`src/rtl/pipe_pkg.sv`:
```
// Shared pipeline-stage types: the write-back payload layout and the invalid/reset
// constants the core stages use when a slot holds no instruction.
package pipe_pkg;

  typedef struct packed {
    logic [31:0] pc;
    logic [31:0] inst;
    logic [31:0] rw_data;
    logic [4:0]  rw_addr;
    logic        rw_en;
  } wb_payload_t;

  localparam int PIPE_PAYLOAD_W = $bits(wb_payload_t);

  localparam logic [31:0] ADDR_INVALID = 32'hFFFF_FFFF;
  localparam logic [31:0] DATA_INVALID = 32'h0000_0000;
  localparam logic [4:0]  REG_INVALID  = 5'd0;
  localparam logic        RST_VALID    = 1'b0;

endpackage

```
`src/rtl/pipe_skid_buf.sv`:
```
// Two-entry (main + skid) stage storage with a registered in_ready.
// Only compiled when PIPE_STAGE_SKID_EN is defined.
`ifdef PIPE_STAGE_SKID_EN
module pipe_skid_buf
  import pipe_pkg::*;
#(
  parameter int             W       = PIPE_PAYLOAD_W,
  parameter logic [W-1:0]   RST_VAL = '0
) (
  input  logic         clk,
  input  logic         rst,
  input  logic         clr,
  input  logic         in_valid,
  output logic         in_ready,
  input  logic [W-1:0] in_data,
  output logic         out_valid,
  input  logic         out_ready,
  output logic [W-1:0] out_data
);

  logic         main_valid, skid_valid;
  logic [W-1:0] main_data, skid_data;
  logic         in_fire, out_fire;

  // in_ready depends only on state, so out_ready never reaches it combinationally.
  assign in_ready  = !skid_valid;
  assign in_fire   = in_valid && in_ready;
  assign out_fire  = main_valid && out_ready;
  assign out_valid = main_valid;
  assign out_data  = main_data;

  always_ff @(posedge clk) begin
    if (rst || clr) begin
      main_valid <= RST_VALID;
      skid_valid <= RST_VALID;
      main_data  <= RST_VAL;
      skid_data  <= RST_VAL;
    end else if (out_fire || !main_valid) begin
      // Main slot frees up: the older skid entry has priority over new input.
      if (skid_valid) begin
        main_valid <= 1'b1;
        main_data  <= skid_data;
        skid_valid <= 1'b0;
        skid_data  <= RST_VAL;
      end else if (in_fire) begin
        main_valid <= 1'b1;
        main_data  <= in_data;
      end else begin
        main_valid <= 1'b0;
        main_data  <= RST_VAL;
      end
    end else if (in_fire) begin
      skid_valid <= 1'b1;
      skid_data  <= in_data;
    end
  end

endmodule
`endif

```
`src/rtl/pipe_stage_reg.sv`:
```
// Handshaked pipeline stage register with flush and a saturating stall counter.
// Define PIPE_STAGE_SKID_EN for the 2-entry skid build with a registered in_ready.
module pipe_stage_reg
  import pipe_pkg::*;
#(
  parameter int                   PAYLOAD_W   = PIPE_PAYLOAD_W,
  parameter logic [PAYLOAD_W-1:0] RST_PAYLOAD = '0,
  parameter int                   CNT_W       = 16
) (
  input  logic                 clk,
  input  logic                 rst,
  input  logic                 flush,
  input  logic                 in_valid,
  output logic                 in_ready,
  input  logic [PAYLOAD_W-1:0] in_data,
  output logic                 out_valid,
  input  logic                 out_ready,
  output logic [PAYLOAD_W-1:0] out_data,
  output logic [CNT_W-1:0]     stall_cnt
);

`ifdef PIPE_STAGE_SKID_EN
  pipe_skid_buf #(
    .W       (PAYLOAD_W),
    .RST_VAL (RST_PAYLOAD)
  ) u_skid (
    .clk       (clk),
    .rst       (rst),
    .clr       (flush),
    .in_valid  (in_valid),
    .in_ready  (in_ready),
    .in_data   (in_data),
    .out_valid (out_valid),
    .out_ready (out_ready),
    .out_data  (out_data)
  );
`else
  logic in_fire, out_fire;

  assign in_ready = !out_valid || out_ready;
  assign in_fire  = in_valid && in_ready;
  assign out_fire = out_valid && out_ready;

  // NOTE: sequential state uses non-blocking assignments only, so every flop
  // samples pre-edge values regardless of block ordering.
  // NOTE: the payload register is reset as well, because out_data must read
  // RST_PAYLOAD (not stale data) whenever the stage is empty.
  always_ff @(posedge clk) begin
    if (rst || flush) begin
      out_valid <= RST_VALID;
      out_data  <= RST_PAYLOAD;
    end else if (in_fire) begin
      out_valid <= 1'b1;
      out_data  <= in_data;
    end else if (out_fire) begin
      out_valid <= 1'b0;
      out_data  <= RST_PAYLOAD;
    end
  end
`endif

  // Counts stalled cycles even during a flush; only reset clears it.
  always_ff @(posedge clk) begin
    if (rst) begin
      stall_cnt <= '0;
    end else if (out_valid && !out_ready && (stall_cnt != '1)) begin
      stall_cnt <= stall_cnt + CNT_W'(1);
    end
  end

endmodule

```
`config.mk`:
```
export PLATFORM = sky130hd
export DESIGN_NAME = pipe_stage_reg
export DESIGN_NICKNAME = d
export VERILOG_FILES = /design/src/rtl/pipe_pkg.sv /design/src/rtl/pipe_skid_buf.sv /design/src/rtl/pipe_stage_reg.sv
export SDC_FILE = /design/constraint.sdc
export NUM_CORES = 1
export LEC_CHECK = 0
export CAP_MARGIN = 15
export CELL_PAD_IN_SITES_DETAIL_PLACEMENT = 1
export CELL_PAD_IN_SITES_GLOBAL_PLACEMENT = 1
export CORE_MARGIN = 1
export CORE_UTILIZATION = 30
export DETAILED_ROUTE_END_ITERATION = 10
export PLACE_DENSITY = 0.85
export SLEW_MARGIN = 20
export SYNTH_ARGS = -nofsm -noshare
export SYNTH_HDL_FRONTEND = slang
export SYNTH_SLANG_ARGS = --single-unit
```
`constraint.sdc`:
```
create_clock -name clk -period 3.5 [get_ports clk]
set_input_delay 0.35 -clock clk [delete_from_list [all_inputs] [get_ports clk]]
set_output_delay 0.35 -clock clk [all_outputs]
set_load 0.01 [all_outputs]
```
Word level (Yosys, flattened, before mapping)
Index checks and enable logic that the tools add are counted.
{ "word_totals": {"register_bits": 119, "in_bits": 107, "elab_cells": 18, "out_inout_bits": 120} }
{ "classes": {"n_eq_ne": 1, "n_addsub": 1, "muxes": 4, "reduce_logical": 9} }
{ "op_table": {"columns": ["op", "count"], "rows": [
  ["$mux 102", 2],
  ["$add 16x1->16 const B", 1],
  ["$ne 16x16->1 const B", 1],
  ["$logic_and 1x1->1", 4],
  ["$logic_not 1->1", 2],
  ["$logic_or 1x1->1", 2],
  ["$mux 1", 2],
  ["$reduce_bool 2->1", 1]
]} }

Logic depth before layout (Yosys ltp)
Gate-level depths: netlist of run 1.
{ "logic_depth": {"depth_word": 4, "ltp_mapped": 7, "ltp_nobuf": 5} }

Least setup slack after synthesis of run 1
No wires, ideal clock.
{ "synth_timing": {"kind": "reg-to-reg", "startpoint": "register stall_cnt[3]", "endpoint": "register stall_cnt[15]", "arrival_time_ns": 1.468, "synth_period_minus_slack_ns": 1.588, "slack_ns": 1.912, "path_stages_with_launch": 6, "n_path_buf": 1, "setup_ns": 0.121, "required_ns": 3.379, "cell_sequence": "dfxtp_1 and3_1 buf_6 nand4_4 nor4_1 mux2_2"} }
{ "synth_via": {"elab_chain_len": 2, "elab_cells_between_ends": 3, "classes_between": "1 x add/sub; 1 x eq/ne; 1 x reduce/logical"} }
{ "synth_rtl": {"columns": ["item", "line_no", "rtl"], "rows": [
  ["start, declared", "pipe_stage_reg.sv:19", "output logic [CNT_W-1:0] stall_cnt"],
  ["start signal, assigned", "pipe_stage_reg.sv:67", "stall_cnt <= stall_cnt + CNT_W'(1);"],
  ["parallel branches: the longest is 2 deep, another holds $add 16x1->16", null, null]
]} }
Parallel ways; which one is timed is not known.
A chain may end at the register's enable or synchronous reset.

Worst setup path after layout of run 1
{ "layout_timing": {"startpoint": "input out_ready", "endpoint": "output in_ready"} }
{ "layout_via": {"elab_chain_len": 1} }
{ "layout_rtl": {"columns": ["item", "line_no", "rtl"], "rows": [
  ["start, declared", "pipe_stage_reg.sv:17", "input logic out_ready,"],
  ["$logic_or 1x1->1", "pipe_stage_reg.sv:40", "assign in_ready = !out_valid || out_ready;"],
  ["end, declared", "pipe_stage_reg.sv:14", "output logic in_ready,"]
]} }
No other way between the ends.

==> flow_metrics.py, run 1 <==
metrics = {
    "power": {
        "comb_power_share_pct": 10.8,
        "p_per_area_nw_per_um2": 497,
        "max-vdd-ir-drop_mv": 0.285,
        "cellLeakagePower_nw": 2.59,
        "intPower_w": 0.00286,
        "p_sw_w": 0.000765,
        "p_total_w": 0.00362,
        "seqPwrFrac_pct": 39.1,
        "power.clock.fraction_pct": 50.1,
        "switching_share_pct": 21.1,
    },
    "logic_synthesis": {
        "synth-warning-count": 0,
        "synth.area.top_cells": "dfxtp_1 56%, a22oi_1 18%, nor2_1 9.6%, clkbuf_1 2.1%, a21oi_1 1.5%",
        "ys_ff_latch": 119,
        "synth_top_area_share_pct": 55.6,
        "syn_nets": 557,
        "ys_types": 39,
        "syn_avg_cell_area_um2": 9.54,
        "seq_area_frac_synth_pct": 55.6,
        "synth_top_cell_by_area": "dfxtp_1",
        "mappedNetlistArea_um2": 4280,
        "synthCells": 449,
    },
    "place": {
        "pre_cts_slack_ps": 1030,
        "numPortBuffers": 226,
        "gp_routability_congestion": 0.797,
        "hpwl_um": 10200,
    },
    "clock_network": {
        "cts_buffer_depth": 2,
        "post_cts_resized": 0,
        "postCtsHoldBufs": 0,
        "clk_pin_slew_worst_paths_ps": 50,
        "htreeDepth": 4,
        "clkSinkCount": 119,
        "post_cts_buffers": 0,
        "cts_buffers": 17,
        "cts_tree": "done",
        "root_buffer": "clkbuf_16",
        "clock_latency_ps": 400,
    },
    "floorplanning": {
        "dieHeight_um": 122,
        "fp.coreArea_um2": 13900,
        "fp-row-count": 43,
        "io_pins": 227,
        "design.die.area_um2": 14800,
        "initial_core_util_pct": 30.9,
        "die_w_um": 122,
    },
    "cells_and_area": {
        "drive_gt1_share_pct": 6.41,
        "layout.nets": 768,
        "regArea_um2": 2380,
        "diodes": 0,
        "nFillCells": 1530,
        "multi_input_area_um2": 1720,
        "area_delta_synth_final_pct": 70.2,
    },
    "detailed_routing": {
        "vias_per_cell": 5.09,
        "first_pass_iters": 4,
        "via_count": 4332,
        "wl_per_cell_um": 17.4,
        "drtIter0Drc": 186,
        "ant_nets": 0,
        "drcViolationCount": 0,
        "wirelength_um": 14800,
    },
    "setup_path": {
        "cp_common_cell": "clkdlybuf4s50_1",
        "critPathArrivalTime_ps": 1840,
        "slowest_delay_ps": 580,
        "path_max_fanout": 5,
        "critPathRequiredTime_ps": 3150,
        "cp_cell_sequence": "clkdlybuf4s50_1 > and2b_1 > inv_1 > clkdlybuf4s50_1",
        "startpoint_type": "primary input",
        "end_kind": "output port",
        "worstSetupPathType": "in2out",
        "slowest_stage": "clkdlybuf4s50_1",
        "r2r_slack_ps": 1580,
    },
    "sta": {
        "slew_violations": 0,
        "tns_ps": 0,
        "period_share_pct": 62.6,
        "worst-slew-pin-transition_ps": 582,
        "max_freq_mhz": 457,
        "grt_setup_unrepaired": "no",
        "hold_violations": 0,
        "fin_crit_ps": 2190,
        "finalWorstSetupSlack_ps": 1310,
        "finalClockSkew_ps": 6.09,
        "slew_headroom_pct": 61.2,
        "finalSetupViolCount": 0,
    },
    "global_route": {
        "track_usage_pct": 19.9,
        "grt_max_degree": 103,
        "first_global_vias": 4527,
        "grt_pass1_wl_um": 22800,
        "overflow": 0,
        "antenna_found_initial": 0,
    },
    "job": {
        "maxCapViolations": 0,
    },
    "status": {
        "status": "finished, final reports clean",
    },
    "hold_path": {
        "hp-class": "reg2reg",
    },
}
critical path, delay by kind of cell:
kind	cells	cell delay, ps
and+or+nand+nor	1	230
buffers and inverters	3	1250
Yosys cell counts, drive strengths merged:
library cell  instances
dfxtp               119
nor2                109
a22oi               102
clkbuf               24
buf                  14
a21oi                13
nand2                 8
or3                   7
nand4                 6
o21ai                 6
nand3                 5
nor3                  4
o31ai                 4
inv                   3
nor4                  3
or4                   3
and2                  2
and4b                 2
mux2i                 2
nand2b                2
a2111oi               1
a211oi                1
a31oi                 1
a41oi                 1
and2b                 1
and3                  1
and4                  1
ha                    1
mux2                  1
nor2b                 1
or2                   1
path summary, 6_finish.rpt:
check,end,depth (start not counted),from
worst max-delay path,in_ready,4,out_ready
worst min-delay path,out_data[98],2,out_data[98]
worst max register to register,out_data[2],6,out_valid
worst min register to register,out_data[98],2,out_data[98]
power groups by stage:
stage / Clock, W / Sequential (W) / Combinational (W)
CTS: 0.00186 / 0.00142 / 0.000395
detailed placement: 0 / 0.00144 / 0.000393
floorplan: 0 / 0.00146 / 0.000140
global route: 0.00192 / 0.00142 / 0.000419
global placement: 0 / 0.00144 / 0.000379
finish: 0.00182 / 0.00142 / 0.000391
state kept, by name (all words and copies together), names as in the netlist:
register	count
out_valid	1
out_data	102
stall_cnt	16
area by class of cell:
type | count | area share, %
clock inverters | 9 | 2.04
multi-input cells | 289 | 23.6
flip-flops and latches | 119 | 32.7
inverters | 3 | 0.154
well taps | 180 | 3.09
repair buffers | 230 | 32.0
clock buffers | 21 | 6.45
per-layer routing:
layer	track usage, %	wire [um]
met4	8.33	257
met3	6.02	939
met1	21.9	5760
met5	0	0
met2	35.2	7810
cell families (layout without fill, tap and decap cells):
group | count (synthesis) | after routing | synth area share, %
AOI/OAI and AO/OA | 129 | 129 | 21.6
adders and majority gates | 1 | 1 | 0.292
buffers and inverters | 41 | 263 | 4.61
DFF | 119 | 119 | 55.6
muxes | 3 | 3 | 0.730
and+or+nand+nor | 156 | 156 | 17.2
stage by stage:
| stage | hold slack (ps) | instances | area (um2) | utilization (%) |
|---|---|---|---|---|
| after floorplan | 471 | 449 | 4280 | - |
| after global placement | 477 | 821 | 6670 | 48.1 |
| after detailed placement | 487 | 821 | 6670 | 48.1 |
| after CTS | 503 | 851 | 7290 | 52.5 |
| after global routing | 518 | 851 | 7290 | 52.5 |
| final | 495 | 851 | 7290 | 52.5 |
cells in the final DEF (no fill, tap or decap), types with 2 or more instances in the layout:
| master | instances |
|---|---|
| nand2b_1 | 2 |
| buf_12 | 3 |
| clkinv_2 | 4 |
| clkdlybuf4s50_1 | 226 |
| bufinv_16 | 4 |
| nor4_1 | 2 |
| dfxtp_1 | 119 |
| clkbuf_8 | 3 |
| nor3_1 | 3 |
| nand2_1 | 8 |
| clkbuf_16 | 17 |
| a22oi_1 | 102 |
| nand4_1 | 5 |
| inv_1 | 3 |
| o31ai_1 | 4 |
| or3_1 | 6 |
| o21ai_0 | 6 |
| nor2_1 | 109 |
| nand3_1 | 4 |
| and4b_1 | 2 |
| a21oi_1 | 13 |
| or4_1 | 3 |
(Power assumes the default switching activity.)
==> inputs of run 2 (changes only) <==
--- a/config.mk
+++ b/config.mk
@@ -9,9 +9,9 @@
 export CELL_PAD_IN_SITES_DETAIL_PLACEMENT = 1
 export CELL_PAD_IN_SITES_GLOBAL_PLACEMENT = 1
 export CORE_MARGIN = 1
-export CORE_UTILIZATION = 30
+export CORE_UTILIZATION = 25
 export DETAILED_ROUTE_END_ITERATION = 10
-export PLACE_DENSITY = 0.85
+export PLACE_DENSITY = 0.75
 export SLEW_MARGIN = 20
 export SYNTH_ARGS = -nofsm -noshare
 export SYNTH_HDL_FRONTEND = slang
==> constraint.sdc (replaced) <==
create_clock -name clk -period 1.88 [get_ports clk]
set_input_delay 0.188 -clock clk [delete_from_list [all_inputs] [get_ports clk]]
set_output_delay 0.188 -clock clk [all_outputs]
set_load 0.01 [all_outputs]
==> flow_metrics.py, run 2 (synthesized netlist as in run 1, its figures left out) <==
metrics = {
    "status": {
        "status": "finished, final reports clean",
    },
    "place": {
        "numPortBuffers": 226,
        "gp_routability_congestion": 0.791,
        "hpwl_um": 10700,
    },
    "clock_network": {
        "post_cts_resized": 1,
        "cts_buffers": 17,
        "post_cts_buffers": 0,
        "postCtsHoldBufs": 0,
        "cts_tree": "done",
        "clock_latency_ps": 410,
        "clk_pin_slew_worst_paths_ps": 60,
        "root_buffer": "clkbuf_16",
        "htreeDepth": 4,
        "clkSinkCount": 119,
        "cts_buffer_depth": 2,
    },
    "hold_path": {
        "hold-path-endpoint": "out_data[26]",
        "worstHoldPathCells": 3,
        "hp-class": "in2reg",
        "min_from": "in_data[26]",
    },
    "detailed_routing": {
        "via_count": 4444,
        "drcViolationCount": 0,
        "first_pass_iters": 6,
        "vias_per_cell": 4.89,
        "ant_nets": 0,
        "wl_per_cell_um": 17.0,
        "wirelength_um": 15500,
        "drtIter0Drc": 210,
    },
    "setup_path": {
        "reg2reg_depth": 5,
        "critPathArrivalTime_ps": 2100,
        "end_kind": "flop",
        "cp_num_buf_inv": 0,
        "path_delay_family": "simple AND/OR/NAND/NOR gates",
        "slowest_delay_ps": 410,
        "timing.rr.end": "stall_cnt[14]",
        "worstSetupPathType": "reg2reg",
        "startpoint_type": "flop",
        "path_max_fanout": 7,
        "rr_startpoint": "stall_cnt[0]",
        "slowest_stage": "dfxtp_1",
        "cp_cell_sequence": "ha_1 > and4b_1 > nand3_4 > or3_1 > a21oi_1",
        "r2r_slack_ps": 120,
        "critPathRequiredTime_ps": 2220,
    },
    "sta": {
        "hold_violations": 0,
        "finalClockSkew_ps": 7.54,
        "fin_crit_ps": 1760,
        "period_share_pct": 93.7,
        "slew_headroom_pct": 70.1,
        "finalSetupViolCount": 0,
        "worst-slew-pin-transition_ps": 445,
        "slew_violations": 0,
        "max_freq_mhz": 568,
        "grt_setup_unrepaired": "no",
    },
    "power": {
        "cellLeakagePower_nw": 2.68,
        "max-vdd-ir-drop_mv": 0.568,
        "p_per_area_nw_per_um2": 913,
        "p_total_w": 0.00686,
    },
    "floorplanning": {
        "die_w_um": 133,
        "dieHeight_um": 133,
        "io_pins": 227,
        "fp.coreArea_um2": 16600,
        "design.die.area_um2": 17700,
        "fp-row-count": 47,
        "initial_core_util_pct": 25.7,
    },
    "global_route": {
        "grt_pass1_wl_um": 24400,
        "grt_max_degree": 57,
        "first_global_vias": 4756,
        "antenna_found_initial": 0,
        "track_usage_pct": 17.6,
        "overflow": 0,
    },
    "cells_and_area": {
        "layout.nets": 784,
        "nFillCells": 1827,
        "regMostFlops": "out_data",
        "final_common_cell": "clkdlybuf4s50_1",
        "multi_input_area_um2": 1720,
        "largest_reg_flops": 102,
        "diodes": 0,
        "area_delta_synth_final_pct": 75.4,
        "drive_gt1_share_pct": 9.00,
        "top_regs": "out_data x102, stall_cnt x16, out_valid x1",
        "regArea_um2": 2380,
        "final_util_pct": 45.1,
        "final_cell_mix": "225 x clkdlybuf4s50_1, 119 x dfxtp_1, 109 x nor2_1, 102 x a22oi_1, 17 x clkbuf_16",
    },
    "job": {
        "maxCapViolations": 0,
    },
}
[run 2: cell types whose count changed in the layout (fill, tap and decap cells not counted), sizes merged]
cell           delta
buf              +16
clkbuf            -3
clkinvlp          +2
inv               +2
clkdlybuf4s50     -1
clkinv            +1
dlygate4sd2       +1
[run 2: per-layer routing]
| metal | up-vias | part of all wire, % | GRT usage (%) |
|---|---|---|---|
| met5 | - | 0 | 0 |
| met4 | 0 | 2.1 | 7.15 |
| met3 | 22 | 7.3 | 7.09 |
| met2 | 155 | 53 | 31.6 |
| met1 | 2186 | 38 | 18.0 |
| li1 | 2081 | - | - |
[run 2: final cells by class]
| type | count | share of cell area [%] |
|---|---|---|
| Timing Repair Buffer | 246 | 33.1 |
| Sequential cell | 119 | 31.7 |
| Multi-Input combinational cell | 289 | 22.9 |
| Clock buffer | 18 | 5.85 |
| Tap cell | 220 | 3.66 |
| Clock inverter | 14 | 2.63 |
| Inverter | 3 | 0.150 |
[run 2: how the worst max path moves through the flow]
stage	start	end	slack [ps]	cells after the start
floorplan	stall_cnt[3]	stall_cnt[15]	290	5
global placement	out_ready	stall_cnt[9]	-60	6
detailed placement	out_ready	stall_cnt[9]	-110	6
CTS	stall_cnt[0]	stall_cnt[10]	110	5
global route	stall_cnt[8]	stall_cnt[5]	8	4
finish	stall_cnt[0]	stall_cnt[14]	120	5
[run 2: metrics by stage]
stage	setup TNS (ps)	setup WS, ps	cell area, um2	instances	hold slack, ps
after global routing	0	7.98	7510	909	399
after detailed placement	-2580	-106	6880	877	486
after global placement	-127	-60.1	6880	877	478
after CTS	0	112	7510	909	394
after floorplan	0	292	4280	449	309
final	0	119	7510	909	407
[run 2: power breakdown]
group          total, W  switching (W)  internal [W]
combinational  0.000755       0.000311      0.000444
clock           0.00347        0.00121       0.00226
sequential      0.00264      0.0000406       0.00259
total           0.00686        0.00156       0.00530
[run 2: worst min-delay path, stage by stage]
cell and delay [ps]:
clkdlybuf4s50_1 450, a22oi_1 70, nor2_1 80
